### src/rtl/branch_predictor_bht_pkg.sv
// Shared constants and helpers for the BHT/BTB branch predictor: index width,
// PC index/tag bit positions and the weakly-not-taken counter reset value.
package branch_predictor_bht_pkg;

    // pc[1:0] is ignored; the index starts at bit 2.
    localparam int unsigned PcIdxLsb = 2;

    function automatic int unsigned bp_idx_w(input int unsigned entries);
        return $clog2(entries);
    endfunction

    function automatic int unsigned bp_tag_lsb(input int unsigned idx_w);
        return idx_w + PcIdxLsb;
    endfunction

    // Weakly-not-taken: 2^(cnt_w-1)-1, which is 0 for a 1-bit counter.
    function automatic int unsigned bp_weak_nt(input int unsigned cnt_w);
        return (32'd1 << (cnt_w - 1)) - 32'd1;
    endfunction

endpackage

### src/rtl/branch_predictor_bht_sat_counter.sv
// CNT_W-bit saturating up/down counter with synchronous reset and enable.
module branch_predictor_bht_sat_counter #(
    parameter int unsigned CNT_W = 2,
    parameter logic [CNT_W-1:0] RST_VAL = '0
) (
    input  logic             clk,
    input  logic             rst,
    input  logic             en,
    input  logic             up,
    output logic [CNT_W-1:0] cnt_o
);

    logic [CNT_W-1:0] cnt_q, cnt_d;

    always_comb begin
        cnt_d = cnt_q;
        if (en) begin
            if (up && (cnt_q != {CNT_W{1'b1}})) begin
                cnt_d = cnt_q + CNT_W'(1);
            end else if (!up && (cnt_q != '0)) begin
                cnt_d = cnt_q - CNT_W'(1);
            end
        end
    end

    always_ff @(posedge clk) begin
        if (rst) begin
            cnt_q <= RST_VAL;
        end else begin
            cnt_q <= cnt_d;
        end
    end

    assign cnt_o = cnt_q;

endmodule

### src/rtl/branch_predictor_bht.sv
// Per-PC saturating-counter BHT plus tagged BTB with branch/mispredict counters.
// Define BP_GSHARE_EN to XOR a global history register into the BHT index.
module branch_predictor_bht
    import branch_predictor_bht_pkg::*;
#(
    parameter int unsigned ENTRIES = 64,
    parameter int unsigned CNT_W   = 2,
    parameter int unsigned TAG_W   = 8,
    parameter int unsigned GHR_W   = 6
) (
    input  logic        clk,
    input  logic        rst,
    input  logic [31:0] fetch_pc,
    output logic        pred_taken,
    output logic [31:0] pred_target,
    input  logic        upd_valid,
    input  logic [31:0] upd_pc,
    input  logic        upd_taken,
    input  logic [31:0] upd_target,
    input  logic        upd_mispredict,
    output logic [31:0] br_count,
    output logic [31:0] miss_count
);

    localparam int unsigned IdxW   = bp_idx_w(ENTRIES);
    localparam int unsigned TagLsb = bp_tag_lsb(IdxW);
    localparam logic [CNT_W-1:0] CntRst = CNT_W'(bp_weak_nt(CNT_W));

    logic [IdxW-1:0]  fidx, uidx, bht_fidx, bht_uidx;
    logic [TAG_W-1:0] ftag, utag;

    assign fidx = fetch_pc[IdxW+PcIdxLsb-1:PcIdxLsb];
    assign uidx = upd_pc[IdxW+PcIdxLsb-1:PcIdxLsb];
    assign ftag = fetch_pc[TagLsb+TAG_W-1:TagLsb];
    assign utag = upd_pc[TagLsb+TAG_W-1:TagLsb];

    // Bits above the tag and pc[1:0] do not participate in the lookup.
    logic unused_pc_bits;
    assign unused_pc_bits = ^{fetch_pc, upd_pc};

`ifdef BP_GSHARE_EN
    logic [GHR_W-1:0] ghr_q, ghr_d;

    always_comb begin
        ghr_d = ghr_q;
        if (upd_valid) begin
            ghr_d = (ghr_q << 1) | GHR_W'(upd_taken);
        end
    end

    always_ff @(posedge clk) begin
        if (rst) begin
            ghr_q <= '0;
        end else begin
            ghr_q <= ghr_d;
        end
    end

    assign bht_fidx = fidx ^ IdxW'(ghr_q);
    assign bht_uidx = uidx ^ IdxW'(ghr_q);
`else
    localparam int unsigned unused_ghr_w = GHR_W;

    assign bht_fidx = fidx;
    assign bht_uidx = uidx;
`endif

    // Branch history table.
    logic [CNT_W-1:0] cnt [ENTRIES];

    for (genvar i = 0; i < ENTRIES; i++) begin : g_bht
        branch_predictor_bht_sat_counter #(
            .CNT_W  (CNT_W),
            .RST_VAL(CntRst)
        ) u_cnt (
            .clk  (clk),
            .rst  (rst),
            .en   (upd_valid && (bht_uidx == IdxW'(i))),
            .up   (upd_taken),
            .cnt_o(cnt[i])
        );
    end

    // Branch target buffer; tag/target storage is qualified by valid only.
    logic [ENTRIES-1:0] btb_valid_q, btb_valid_d;
    logic [TAG_W-1:0]   btb_tag_q    [ENTRIES];
    logic [TAG_W-1:0]   btb_tag_d    [ENTRIES];
    logic [31:0]        btb_target_q [ENTRIES];
    logic [31:0]        btb_target_d [ENTRIES];

    always_comb begin
        btb_valid_d  = btb_valid_q;
        btb_tag_d    = btb_tag_q;
        btb_target_d = btb_target_q;
        if (upd_valid && upd_taken) begin
            btb_valid_d[uidx]  = 1'b1;
            btb_tag_d[uidx]    = utag;
            btb_target_d[uidx] = upd_target;
        end
    end

    always_ff @(posedge clk) begin
        if (rst) begin
            btb_valid_q <= '0;
        end else begin
            btb_valid_q <= btb_valid_d;
        end
    end

    always_ff @(posedge clk) begin
        if (!rst) begin
            btb_tag_q    <= btb_tag_d;
            btb_target_q <= btb_target_d;
        end
    end

    // Lookup reads pre-update state; outputs are forced low while in reset.
    logic hit;
    always_comb begin
        hit         = !rst && btb_valid_q[fidx] && (btb_tag_q[fidx] == ftag);
        pred_taken  = hit && cnt[bht_fidx][CNT_W-1];
        pred_target = hit ? btb_target_q[fidx] : 32'd0;
    end

    // Performance counters.
    logic [31:0] br_count_q, br_count_d, miss_count_q, miss_count_d;

    always_comb begin
        br_count_d   = br_count_q;
        miss_count_d = miss_count_q;
        if (upd_valid) begin
            br_count_d   = br_count_q + 32'd1;
            miss_count_d = miss_count_q + {31'd0, upd_mispredict};
        end
    end

    always_ff @(posedge clk) begin
        if (rst) begin
            br_count_q   <= '0;
            miss_count_q <= '0;
        end else begin
            br_count_q   <= br_count_d;
            miss_count_q <= miss_count_d;
        end
    end

    assign br_count   = br_count_q;
    assign miss_count = miss_count_q;

endmodule

### config.mk
export PLATFORM = sky130hd
export DESIGN_NAME = branch_predictor_bht
export DESIGN_NICKNAME = d
export VERILOG_FILES = /design/src/rtl/branch_predictor_bht_pkg.sv /design/src/rtl/branch_predictor_bht_sat_counter.sv /design/src/rtl/branch_predictor_bht.sv
export SDC_FILE = /design/constraint.sdc
export NUM_CORES = 2
export LEC_CHECK = 0
export ABC_AREA = 1
export ABC_CLOCK_PERIOD_IN_PS = 3750
export BUFFER_PORTS_ARGS = -buffer_cell sky130_fd_sc_hd__buf_2
export CAP_MARGIN = 20
export CORE_UTILIZATION = 50
export CTS_CLUSTER_SIZE = 8
export DETAILED_ROUTE_END_ITERATION = 7
export PLACE_DENSITY = 0.69
export RECOVER_POWER = 50
export SKIP_CTS_REPAIR_TIMING = 1
export SLEW_MARGIN = 40
export SYNTH_ARGS = -nofsm -noshare
export SYNTH_HDL_FRONTEND = slang
export SYNTH_SLANG_ARGS = --single-unit
### constraint.sdc
create_clock -name clk -period 3.75 [get_ports clk]
set_clock_uncertainty 0.05 [all_clocks]
set_input_delay 0.1875 -clock clk [delete_from_list [all_inputs] [get_ports clk]]
set_output_delay 0.1875 -clock clk [all_outputs]
set_load 0.005 [all_outputs]
==> results.json <==
{
  "synth.top_cell.area_share_pct": 67.2,
  "setup_slack_ns": 0.188,
  "slew_viol_final": 2519,
  "p_leak_nw": 45.4,
  "core_area_um2": 227000,
  "pwr-share-clk_pct": 44.9,
  "rsz0062_at_grt": "true",
  "post-place-ws_ns": 0.346,
  "crit_buf_inv": 3,
  "first_iter_violations": 10705,
  "dr.pass1.iters": 6,
  "grt_pass1_wl_um": 507000,
  "worstSetupPathType": "reg2out",
  "comb_power_share_pct": 5.5,
  "final-seq-area_um2": 82000,
  "cts_tree": "yes",
  "worstPathMaxFanout": 33,
  "crit_slowest_cell": "edfxtp_1",
  "start_util_pct": 50.3,
  "muxShareOfSynthArea_pct": 0,
  "synth-xor-area-share_pct": 0.0689,
  "worstSkewPairLatency_ns": 0.97,
  "synth.area.top_cells": "edfxtp_1, nand2_1, nand3_1",
  "worstPathCellList": "nand2_1 > nand3_1 > nand3_1 > nand3_1 > nand3_1 > nand3_1 > nand2_1 > xor2_1 > nand3_2 > buf_12 > nor3_1 > buf_4 > buf_2",
  "intPower_mw": 54.3,
  "cts-root-buf": "clkbuf_16",
  "slowest_delay_ns": 0.35,
  "critPathRequiredTime_ns": 3.51,
  "start_kind": "flip-flop",
  "yosysSeqAreaShare_pct": 71.7,
  "violations": "hold timing, capacitance limit, slew limit",
  "syn_nets": 10052,
  "status": "finished with violations",
  "vias_per_cell": 6.18,
  "vdd_drop_max_uv": 390,
  "finalPower_mw": 69.4,
  "ios": 198,
  "gp_congestion": 0.859,
  "wl_per_cell_um": 26.1,
  "finalCritPeriodShare_pct": 95.0,
  "ant_nets": 0,
  "synthSimpleGateAreaFrac_pct": 18.7,
  "portBuffers": 161,
  "path_clk_slew_ns": 0.05,
  "cap_violations": 41,
  "synth-compound-area-share_pct": 6.17,
  "hold_path_class": "in2reg",
  "area_delta_synth_final_pct": 14.9,
  "cts_buffers": 402,
  "drc": 0,
  "synth_edf_count": 2560,
  "post_synth_inst_count": 9948,
  "synth_top_cell_by_area": "edfxtp_1",
  "synthFlopType": "edfxtp_1",
  "pwr-share-seq_pct": 49.6,
  "vias": 82326,
  "worst_path_most_repeated_cell": "nand3_1",
  "hold_viol_final": 4,
  "synth_top_family_by_area": "simple AND/OR/NAND/NOR gates",
  "stdcell_count": 13323,
  "place_inst": 12804,
  "dieArea_um2": 231000,
  "tightest_slew_ns": 2.81,
  "ys_warn_count": 0,
  "finalWirelength_um": 348000,
  "ys_async_sr_fraction_pct": 0,
  "grt_usage_pct": 29.7,
  "clock_path_buffers": 4,
  "relSlewSlack_pct": -87.3,
  "syn_area_per_cell_um2": 11.5,
  "cpLargestDelayFamily": "simple AND/OR/NAND/NOR gates",
  "synth_seq_cells": 2816,
  "gr-total-overflow": 0,
  "setup_tns_ns": 0,
  "endpoint_kind": "output port",
  "hpwl_um": 188000,
  "synthesis.area_um2": 114000,
  "ys_types": 40,
  "crit_arrival_ns": 3.32,
  "finalCriticalPeriod_ns": 3.56,
  "grt_max_degree": 129,
  "std_cell_rows": 175,
  "grt_pass1_vias": 77835,
  "p_sw_share_pct": 21.7,
  "p_sw_mw": 15.1,
  "multi_input_area_um2": 29100,
  "htreeDepth": 5,
  "final_layout_size_suffix_gt1_share_pct": 9.31,
  "die_w_um": 480,
  "p_per_area_nw_per_um2": 528,
  "setup_violations": 0,
  "max_freq_mhz": 281,
  "fin_util_pct": 57.8,
  "die_height_um": 480,
  "antenna_found_initial": 24,
  "fin_nets": 10358,
  "fillers": 17748,
  "cts.sinks": 2816,
  "fin_hold_ws_ns": -0.0305,
  "synth_fa_ha_area_share_pct": 0.0328
}
## power by group through the flow
stage / registers [mW] / clock network, mW / logic, mW
3_3_place_gp: 35.0 / 0 / 3.60
2_1_floorplan: 35.0 / 0 / 2.10
5_1_grt: 34.4 / 32.5 / 4.12
6_report: 34.4 / 31.1 / 3.83
4_1_cts: 34.4 / 31.3 / 3.73
3_5_place_dp: 35.0 / 0 / 3.70
## cell families after synthesis
family | count (synthesis)
simple gates | 5010
flops | 2816
compound gates | 1230
buf+inv | 880
xor+xnor | 9
fa+ha+maj | 3
## through the flow
step	hold WS, ns	area [µm²]
6_report	-0.0305	131000
5_1_grt	0.00735	131000
4_1_cts	-0.534	131000
3_5_place_dp	0.394	121000
3_3_place_gp	0.388	121000
2_1_floorplan	0.236	114000
## cell usage in the layout, fill, tap and decap left out, types with 16 or more instances in the layout
| cell | instances |
|---|---|
| a221oi_1 | 38 |
| o21ai_0 | 490 |
| o22ai_1 | 36 |
| a21oi_1 | 437 |
| dfxtp_1 | 256 |
| buf_12 | 121 |
| a22o_1 | 67 |
| and3_1 | 20 |
| nand2_1 | 2620 |
| o221ai_1 | 20 |
| nor2_4 | 64 |
| nor3_1 | 64 |
| buf_4 | 218 |
| a221o_1 | 22 |
| clkbuf_1 | 115 |
| a22oi_1 | 16 |
| buf_2 | 87 |
| or2_2 | 32 |
| inv_1 | 210 |
| edfxtp_1 | 2560 |
| dlygate4sd3_1 | 55 |
| nand3_1 | 1807 |
| a211oi_1 | 21 |
| nor2_1 | 366 |
| o211ai_1 | 43 |
| clkbuf_16 | 403 |
## worst paths after layout
kind                                                endpoint  cells past startpoint                         start  slack [ns]
worst max-delay path                         pred_target[11]                     13      btb_tag_q[229]$_DFFE_PP_        0.19
worst min-delay path            btb_valid_q[46]$_SDFFE_PP0P_                      5                     upd_pc[7]       -0.03
worst max register to register   miss_count[30]$_SDFFE_PP0P_                     10    miss_count[0]$_SDFFE_PP0P_        0.96
worst min register to register  btb_valid_q[60]$_SDFFE_PP0P_                      2  btb_valid_q[60]$_SDFFE_PP0P_        0.40
## cells in the mapped netlist, types with 10 or more instances
master,count
nor3_1,65
buf_1,79
nor2_1,431
a22oi_1,16
o21ai_0,493
buf_4,34
edfxtp_1,2560
nor4_1,14
a221o_1,22
or2_2,32
nand2_1,2624
clkbuf_1,245
inv_1,212
a221oi_1,38
a211oi_1,21
o22ai_1,36
and3_1,20
dfxtp_1,256
o221ai_1,20
o211ai_1,43
buf_2,296
a21oi_1,437
nand3_1,1809
a22o_1,67
o21ai_1,10
## per-layer routing
layer / GRT usage (%) / part of all wire (%)
met2: 46.5 / 46
met5: 0 / 0.023
met3: 6.56 / 12
met1: 39.4 / 37
met4: 14.3 / 4.7
## cell type report
type                            instances  area share, %
Multi-Input combinational cell       6252           22.1
Timing Repair Buffer                  564           4.13
Clock inverter                         10         0.0990
Inverter                              218          0.648
Sequential cell                      2816           62.4
Tap cell                             3009           2.86
Clock buffer                          444           7.79
Antenna cell                           10         0.0190
## registers in the layout, indices dropped and copies added (netlist names)
name,cells
br_count,32
btb_tag_q,512
btb_target_q,2048
btb_valid_q,64
g_bht.u_cnt.cnt_o,128
miss_count,32
## tightest hold or removal path, stage by stage
cell and delay, ns:
buf_2 0.12, inv_1 0.07, nor2_1 0.09, nand2_1 0.37
o22ai_1 0.11
Power figures use the tool's default switching activity.
